## src/rtl/regfile_sb.sv

```systemverilog
// Integer register file with a write-back scoreboard.
// Combinational reads, synchronous writes and busy-bit updates. Busy bits track outstanding
// long-latency (load) writes so decode can stall on RAW/WAW hazards.
// Optional feature macro: REGFILE_WR_BYPASS_EN. When it is defined, a same-cycle write-back
// is forwarded to the read ports and its busy clear ends the stall in that same cycle.
module regfile_sb #(
   parameter int unsigned XLEN          = 32,
   parameter int unsigned REG_NUM       = 32,
   parameter int unsigned REG_IDX_WIDTH = 5
) (
   input  logic                     clk_i,
   input  logic                     rst_n_i,
   input  logic [REG_IDX_WIDTH-1:0] rs1_idx_i,
   input  logic                     rs1_en_i,
   input  logic [REG_IDX_WIDTH-1:0] rs2_idx_i,
   input  logic                     rs2_en_i,
   output logic [XLEN-1:0]          rs1_rdata_o,
   output logic [XLEN-1:0]          rs2_rdata_o,
   input  logic                     iss_valid_i,
   input  logic [REG_IDX_WIDTH-1:0] iss_rd_idx_i,
   input  logic                     iss_rd_en_i,
   input  logic                     iss_long_i,
   input  logic                     wb_we_i,
   input  logic [REG_IDX_WIDTH-1:0] wb_rd_idx_i,
   input  logic [XLEN-1:0]          wb_wdata_i,
   input  logic                     wb_long_i,
   input  logic                     flush_i,
   output logic                     stall_o
);

   logic [XLEN-1:0]    regs_q [REG_NUM];
   logic [XLEN-1:0]    regs_d [REG_NUM];
   logic [REG_NUM-1:0] busy_q, busy_d;

   logic wb_wr_en;
   logic wb_clr;
   logic clr1, clr2, clr_rd;
   logic hz1, hz2, waw;
   logic iss_set;

   assign wb_wr_en = wb_we_i && (wb_rd_idx_i != '0);
   assign wb_clr   = wb_we_i && wb_long_i;

`ifdef REGFILE_WR_BYPASS_EN
   // A retiring load releases its dependants in the write-back cycle itself.
   assign clr1   = wb_clr && (wb_rd_idx_i == rs1_idx_i);
   assign clr2   = wb_clr && (wb_rd_idx_i == rs2_idx_i);
   assign clr_rd = wb_clr && (wb_rd_idx_i == iss_rd_idx_i);
`else
   assign clr1   = 1'b0;
   assign clr2   = 1'b0;
   assign clr_rd = 1'b0;
`endif

   assign hz1 = rs1_en_i && (rs1_idx_i != '0) && busy_q[rs1_idx_i] && !clr1;
   assign hz2 = rs2_en_i && (rs2_idx_i != '0) && busy_q[rs2_idx_i] && !clr2;
   assign waw = iss_valid_i && iss_rd_en_i && (iss_rd_idx_i != '0) && busy_q[iss_rd_idx_i]
                && !clr_rd;

   // Masked by reset and flush so decode never holds while the pipeline is being cleared.
   assign stall_o = (hz1 || hz2 || waw) && rst_n_i && !flush_i;

   assign iss_set = iss_valid_i && !stall_o && iss_rd_en_i && iss_long_i
                    && (iss_rd_idx_i != '0);

   // Read ports: array, optionally overridden by same-cycle write-back, x0 forced to zero.
   always_comb begin
      rs1_rdata_o = regs_q[rs1_idx_i];
      rs2_rdata_o = regs_q[rs2_idx_i];
`ifdef REGFILE_WR_BYPASS_EN
      if (wb_we_i && (wb_rd_idx_i == rs1_idx_i)) rs1_rdata_o = wb_wdata_i;
      if (wb_we_i && (wb_rd_idx_i == rs2_idx_i)) rs2_rdata_o = wb_wdata_i;
`endif
      if (rs1_idx_i == '0) rs1_rdata_o = '0;
      if (rs2_idx_i == '0) rs2_rdata_o = '0;
   end

   // Next register array contents from the write-back port.
   always_comb begin
      regs_d = regs_q;
      if (wb_wr_en) regs_d[wb_rd_idx_i] = wb_wdata_i;
   end

   // Next busy vector: clear first so a same-index set (new producer) wins.
   always_comb begin
      busy_d = busy_q;
      if (flush_i) begin
         busy_d = '0;
      end else begin
         if (wb_clr)  busy_d[wb_rd_idx_i]  = 1'b0;
         if (iss_set) busy_d[iss_rd_idx_i] = 1'b1;
      end
      busy_d[0] = 1'b0;
   end

   // State registers with synchronous active-low reset.
   always_ff @(posedge clk_i) begin
      if (!rst_n_i) begin
         busy_q <= '0;
         for (int unsigned i = 0; i < REG_NUM; i++) regs_q[i] <= '0;
      end else begin
         busy_q <= busy_d;
         regs_q <= regs_d;
      end
   end

endmodule

```

## config.mk

```make
export PLATFORM = sky130hd
export DESIGN_NAME = regfile_sb
export DESIGN_NICKNAME = d
export VERILOG_FILES = /design/src/rtl/regfile_sb.sv
export SDC_FILE = /design/constraint.sdc
export NUM_CORES = 2
export LEC_CHECK = 0
export CORE_ASPECT_RATIO = 0.8
export CORE_MARGIN = 2
export CORE_UTILIZATION = 25
export DETAILED_ROUTE_END_ITERATION = 10
export GPL_TIMING_DRIVEN = 0
export PLACE_DENSITY = 0.42
export SYNTH_ARGS = -nofsm -noshare
export SYNTH_HDL_FRONTEND = slang
export SYNTH_SLANG_ARGS = --single-unit
```

## constraint.sdc

```tcl
create_clock -name clk_i -period 3.2 [get_ports clk_i]
set_input_delay 0.48 -clock clk_i [delete_from_list [all_inputs] [get_ports clk_i]]
set_output_delay 0.48 -clock clk_i [all_outputs]
set_load 0.02 [all_outputs]
```

Word level (Yosys, flattened, before mapping)
Cells that the tools add are included.
Widths: inputs -> output; s select.
{"block": "totals", "inputBits": 62, "register_bits": 1056}
{"block": "op_classes", "n_reduce_logical": 29, "bitwise": 7, "n_mux": 24, "order_cmp": 10}
{"cell": "$bwmux 1024", "count": 1}
{"cell": "$bmux 32 s5", "count": 2}
{"cell": "$mux 32", "count": 10}
{"cell": "$demux 32 s5", "count": 1}
{"cell": "$and 32x32->32", "count": 1}
{"cell": "$not 32->32", "count": 1}
{"cell": "$or 32x32->32", "count": 1}
{"cell": "$lt 5x6->1 const B", "count": 4}
{"cell": "$reduce_bool 5->1", "count": 4}
{"cell": "$ge 6x6->1 const B", "count": 3}
{"cell": "$logic_and 1x1->1", "count": 18}
{"cell": "$not 5->6", "count": 3}
{"cell": "$bmux 1 s5", "count": 3}
{"cell": "$demux 1 s5", "count": 2}
{"cell": "$ge 5x1->1 const B", "count": 2}
{"cell": "$logic_not 5->1", "count": 2}
{"cell": "$lt 6x1->1 const B", "count": 1}
{"cell": "$mux 1", "count": 5}
{"cell": "$logic_not 1->1", "count": 2}
{"cell": "$logic_or 1x1->1", "count": 2}
{"cell": "$reduce_or 2->1", "count": 1}
{"cell": "$not 1->1", "count": 1}

Depth between registers and ports, before layout
{"block": "depth", "depth_word": 13, "ltp_mapped": 10, "mapped_depth_nobuf": 6}

Worst setup path after synthesis
No wires, ideal clock.
{"block": "synth_timing", "path_type": "input port to output port", "from": "in rs2_idx_i[0]", "to": "out rs2_rdata_o[0]", "path_buffers": 4, "slack_ns": 0.203, "cell_stages": 8, "t_arrival_ns": 2.517, "cell_sequence": "buf_4 > buf_6 > clkbuf_1 > buf_2 > mux4_2 > mux4_2 > nand2_1 > a21oi_1"}
{"block": "synth_via", "elab_chain_cells": 5, "elab_cells_between_ends": 6, "cone_classes": "4 x mux; 1 x bitwise; 1 x reduce/logical"}
{"element": "start: declaration", "line_no": "15", "text": "input logic [REG_IDX_WIDTH-1:0] rs2_idx_i,"}
{"element": "$not 5->6 (not written as such)", "line_no": "69", "text": "rs2_rdata_o = regs_q[rs2_idx_i];"}
{"element": "$bmux 32 s5", "line_no": "69"}
{"element": "$mux 32 (not written as such) (2 in series)", "line_no": "69"}
{"element": "$mux 32 (*)", "line_no": "75", "text": "if (rs2_idx_i == '0) rs2_rdata_o = '0;"}
{"element": "end: declaration", "line_no": "18", "text": "output logic [XLEN-1:0] rs2_rdata_o,"}
Every way passes the cells marked *; elsewhere a longest branch is shown, timed or not. The select of a mux whose other input is x is not followed.

Final worst setup path
Ends and elaborated chain as after synthesis.

==> results.json <==
{
  "outcome": "finished, violations left",
  "violations": "setup timing",
  "min_path_type": "primary input to flip-flop",
  "port_buffers": 114,
  "synth_area_per_cell_um2": 9.65,
  "yosysTopAreaCell": "dfxtp_1",
  "synth-seq-cells": 1055,
  "netlist_instances": 5778,
  "fmax_ghz": 0.301,
  "gr-usage-met1": 0.311,
  "ctsHoldBuffers": 0,
  "grt_overflow_total": 0,
  "layout-drive-gt1-share": 0.222,
  "final_common_cell": "nand2_1",
  "routed_via_density": 5.12,
  "critPathLaunchType": "primary input",
  "cts-root-buf": "clkbuf_16",
  "drv_cap": 0,
  "rrSetupSlack_ns": 0.87,
  "final_max_slew_viol_count": 0,
  "antenna_found_initial": 22,
  "fin_nets": 6123,
  "hold_end": "busy_q[29]",
  "gr-max-usage-layer": "met2",
  "critPathKind": "primary input to output port",
  "synth.area.mux_share": 0.269,
  "synth.area.top_cells": "dfxtp_1, mux4_2, nand2_1, a21boi_0, clkbuf_1",
  "drc": 0,
  "relSlewSlack": 0.264,
  "synth_compound_area_frac": 0.150,
  "cts.htree.levels": 3,
  "ctsLongestPathBuffers": 3,
  "clkSinkCount": 1055,
  "gr-usage-all-layers": 0.214,
  "core_um2": 222000,
  "dpl.hpwl_um": 196000,
  "yosys.area_share.simple": 0.160,
  "die_x_um": 532,
  "r2r_cells": 8,
  "timing.final.hold_violations": 0,
  "path_max_fanout": 6,
  "rr_endpoint": "busy_q[7]",
  "rows": 155,
  "crit-reg2reg-launch": "busy_q[3]",
  "clk_pin_slew_ns": 0.06,
  "period_share": 1.04,
  "worst_slew_pin_slew_ns": 1.10,
  "crit_path_end_kind": "output port",
  "grt_pass1_wl_um": 345000,
  "pre_cts_ws_ns": -2.88,
  "min_period_ns": 3.32,
  "cp.required_ns": 2.72,
  "synth_top_area_frac": 0.379,
  "layout_common_cells": "nand2_1, dfxtp_1, a21boi_0",
  "yosys_warnings": 0,
  "first_pass_iters": 6,
  "synth-async-reset-ratio": 0,
  "vias": 46817,
  "cts_tree": "built",
  "dieHeight_um": 426,
  "netlist_area_um2": 55800,
  "wl_per_cell_um": 27.4,
  "ys_types": 48,
  "fin_skew_ns": 0.00503,
  "wl_um": 251000,
  "area_growth_pct": 22.3,
  "setup_viol": 113,
  "dp.cells": 8875,
  "finalNonFillerCells": 9152,
  "ant_nets": 0,
  "synth_flop_cell": "dfxtp_1",
  "grt_use_met2": 0.324,
  "gp_congestion": 0.959,
  "crit_arrival_ns": 2.84,
  "synthAdderAreaFrac": 0,
  "seq_area_frac_synth": 0.379,
  "synth_edf_count": 0,
  "drtIter0Drc": 5210,
  "synth-xor-area-share": 0,
  "hold_ws_ns": 0.299,
  "clk_latency_ns": 0.77,
  "synth_top_family_by_area": "multiplexers",
  "grt_pass1_vias": 44632,
  "power_density_nw_per_um2": 463,
  "fp.dieArea_um2": 227000,
  "numCtsBuffers": 119,
  "leakagePower_nw": 21.1,
  "rsz0062_at_grt": "true",
  "start_util": 0.251,
  "io_pins": 127,
  "grtUsageMet3": 0.0365,
  "min_from": "iss_rd_idx_i[3]",
  "holdPathStages": 3,
  "peakVddDrop_uv": 431,
  "syn_nets": 5840,
  "fin_ws_ns": -0.122,
  "tns_ns": -4.93,
  "power.total_mw": 31.6,
  "grt_max_degree": 17
}
## registers in the layout, indices dropped and copies added (netlist names)
register / flops
busy_q: 31
regs_q: 1024
## metrics by stage
stage,util,area (um^2)
global placement,0.273,60600
floorplan,-,55800
finish,0.307,68200
global route,0.307,68200
detailed placement,0.273,60600
CTS,0.304,67500
## where the power goes
part	leakage, nW	internal (mW)	total (mW)	switching (mW)
clock network	2.13	8.99	15.4	6.39
registers	8.51	13.2	13.3	0.0713
logic	10.5	1.10	2.93	1.84
## worst max path at each step
stage,start,to,slack (ns),cells after the start
2_1_floorplan,rs2_idx_i[0],rs2_rdata_o[0],0.20,8
3_3_place_gp,rs1_idx_i[1],rs1_rdata_o[11],-3.00,9
3_5_place_dp,rs2_idx_i[1],rs2_rdata_o[0],-2.88,8
4_1_cts,wb_rd_idx_i[3],regs_q[377],-0.09,8
5_1_grt,wb_rd_idx_i[3],regs_q[194],-0.12,7
6_report,rs2_idx_i[0],rs2_rdata_o[0],-0.12,10
## per-layer routing
metal  share of wire  up-vias
li1                -    20859
met1            0.45    23729
met2            0.43     1948
met5               0        -
met3           0.081      281
met4           0.033        0
## Yosys cell counts, types with 19 or more instances
cell type / number
buf_2: 60
nor2_1: 40
and2_1: 35
clkbuf_1: 500
mux2i_1: 26
dfxtp_1: 1055
o211ai_1: 32
a21oi_1: 64
buf_1: 23
o31ai_1: 19
nand2_1: 2166
a21boi_0: 992
mux4_2: 651
## worst max-delay path, stage by stage
cell	delay (ns)
buf_16	0.11
buf_16	0.19
clkbuf_16	0.25
buf_16	0.17
buf_12	0.13
mux4_2	0.57
mux4_2	0.52
nand2_2	0.11
a21oi_4	0.10
buf_6	0.16
## cell type report
type                            instances  area [um^2]
Tap cell                             2983         3730
Clock inverter                         67          886
Antenna cell                            4         10.0
Multi-Input combinational cell       4125        33300
Clock buffer                          158         3400
Fill cell                           22975       154000
Buffer                                591         3620
Inverter                                6         27.5
Sequential cell                      1055        21100
Timing Repair Buffer                  163         2060
## kinds of logic after synthesis
kind of cell / after synthesis
buffers and inverters: 598
multiplexers: 682
AND/OR/NAND/NOR: 2306
flip-flops: 1055
AO/OA/AOI/OAI: 1137
## timing repair
| item | in CTS | in global routing |
|---|---|---|
| resized for setup | 965 | 138 |
| setup buffers | 27 | 2 |
| hold endpoints to repair | 0 | 0 |
| gates cloned | 13 | 10 |
| setup endpoints to repair | 186 | 313 |
| pin swaps | 21 | 43 |
Note: power is estimated with default switching activity, not from simulation.
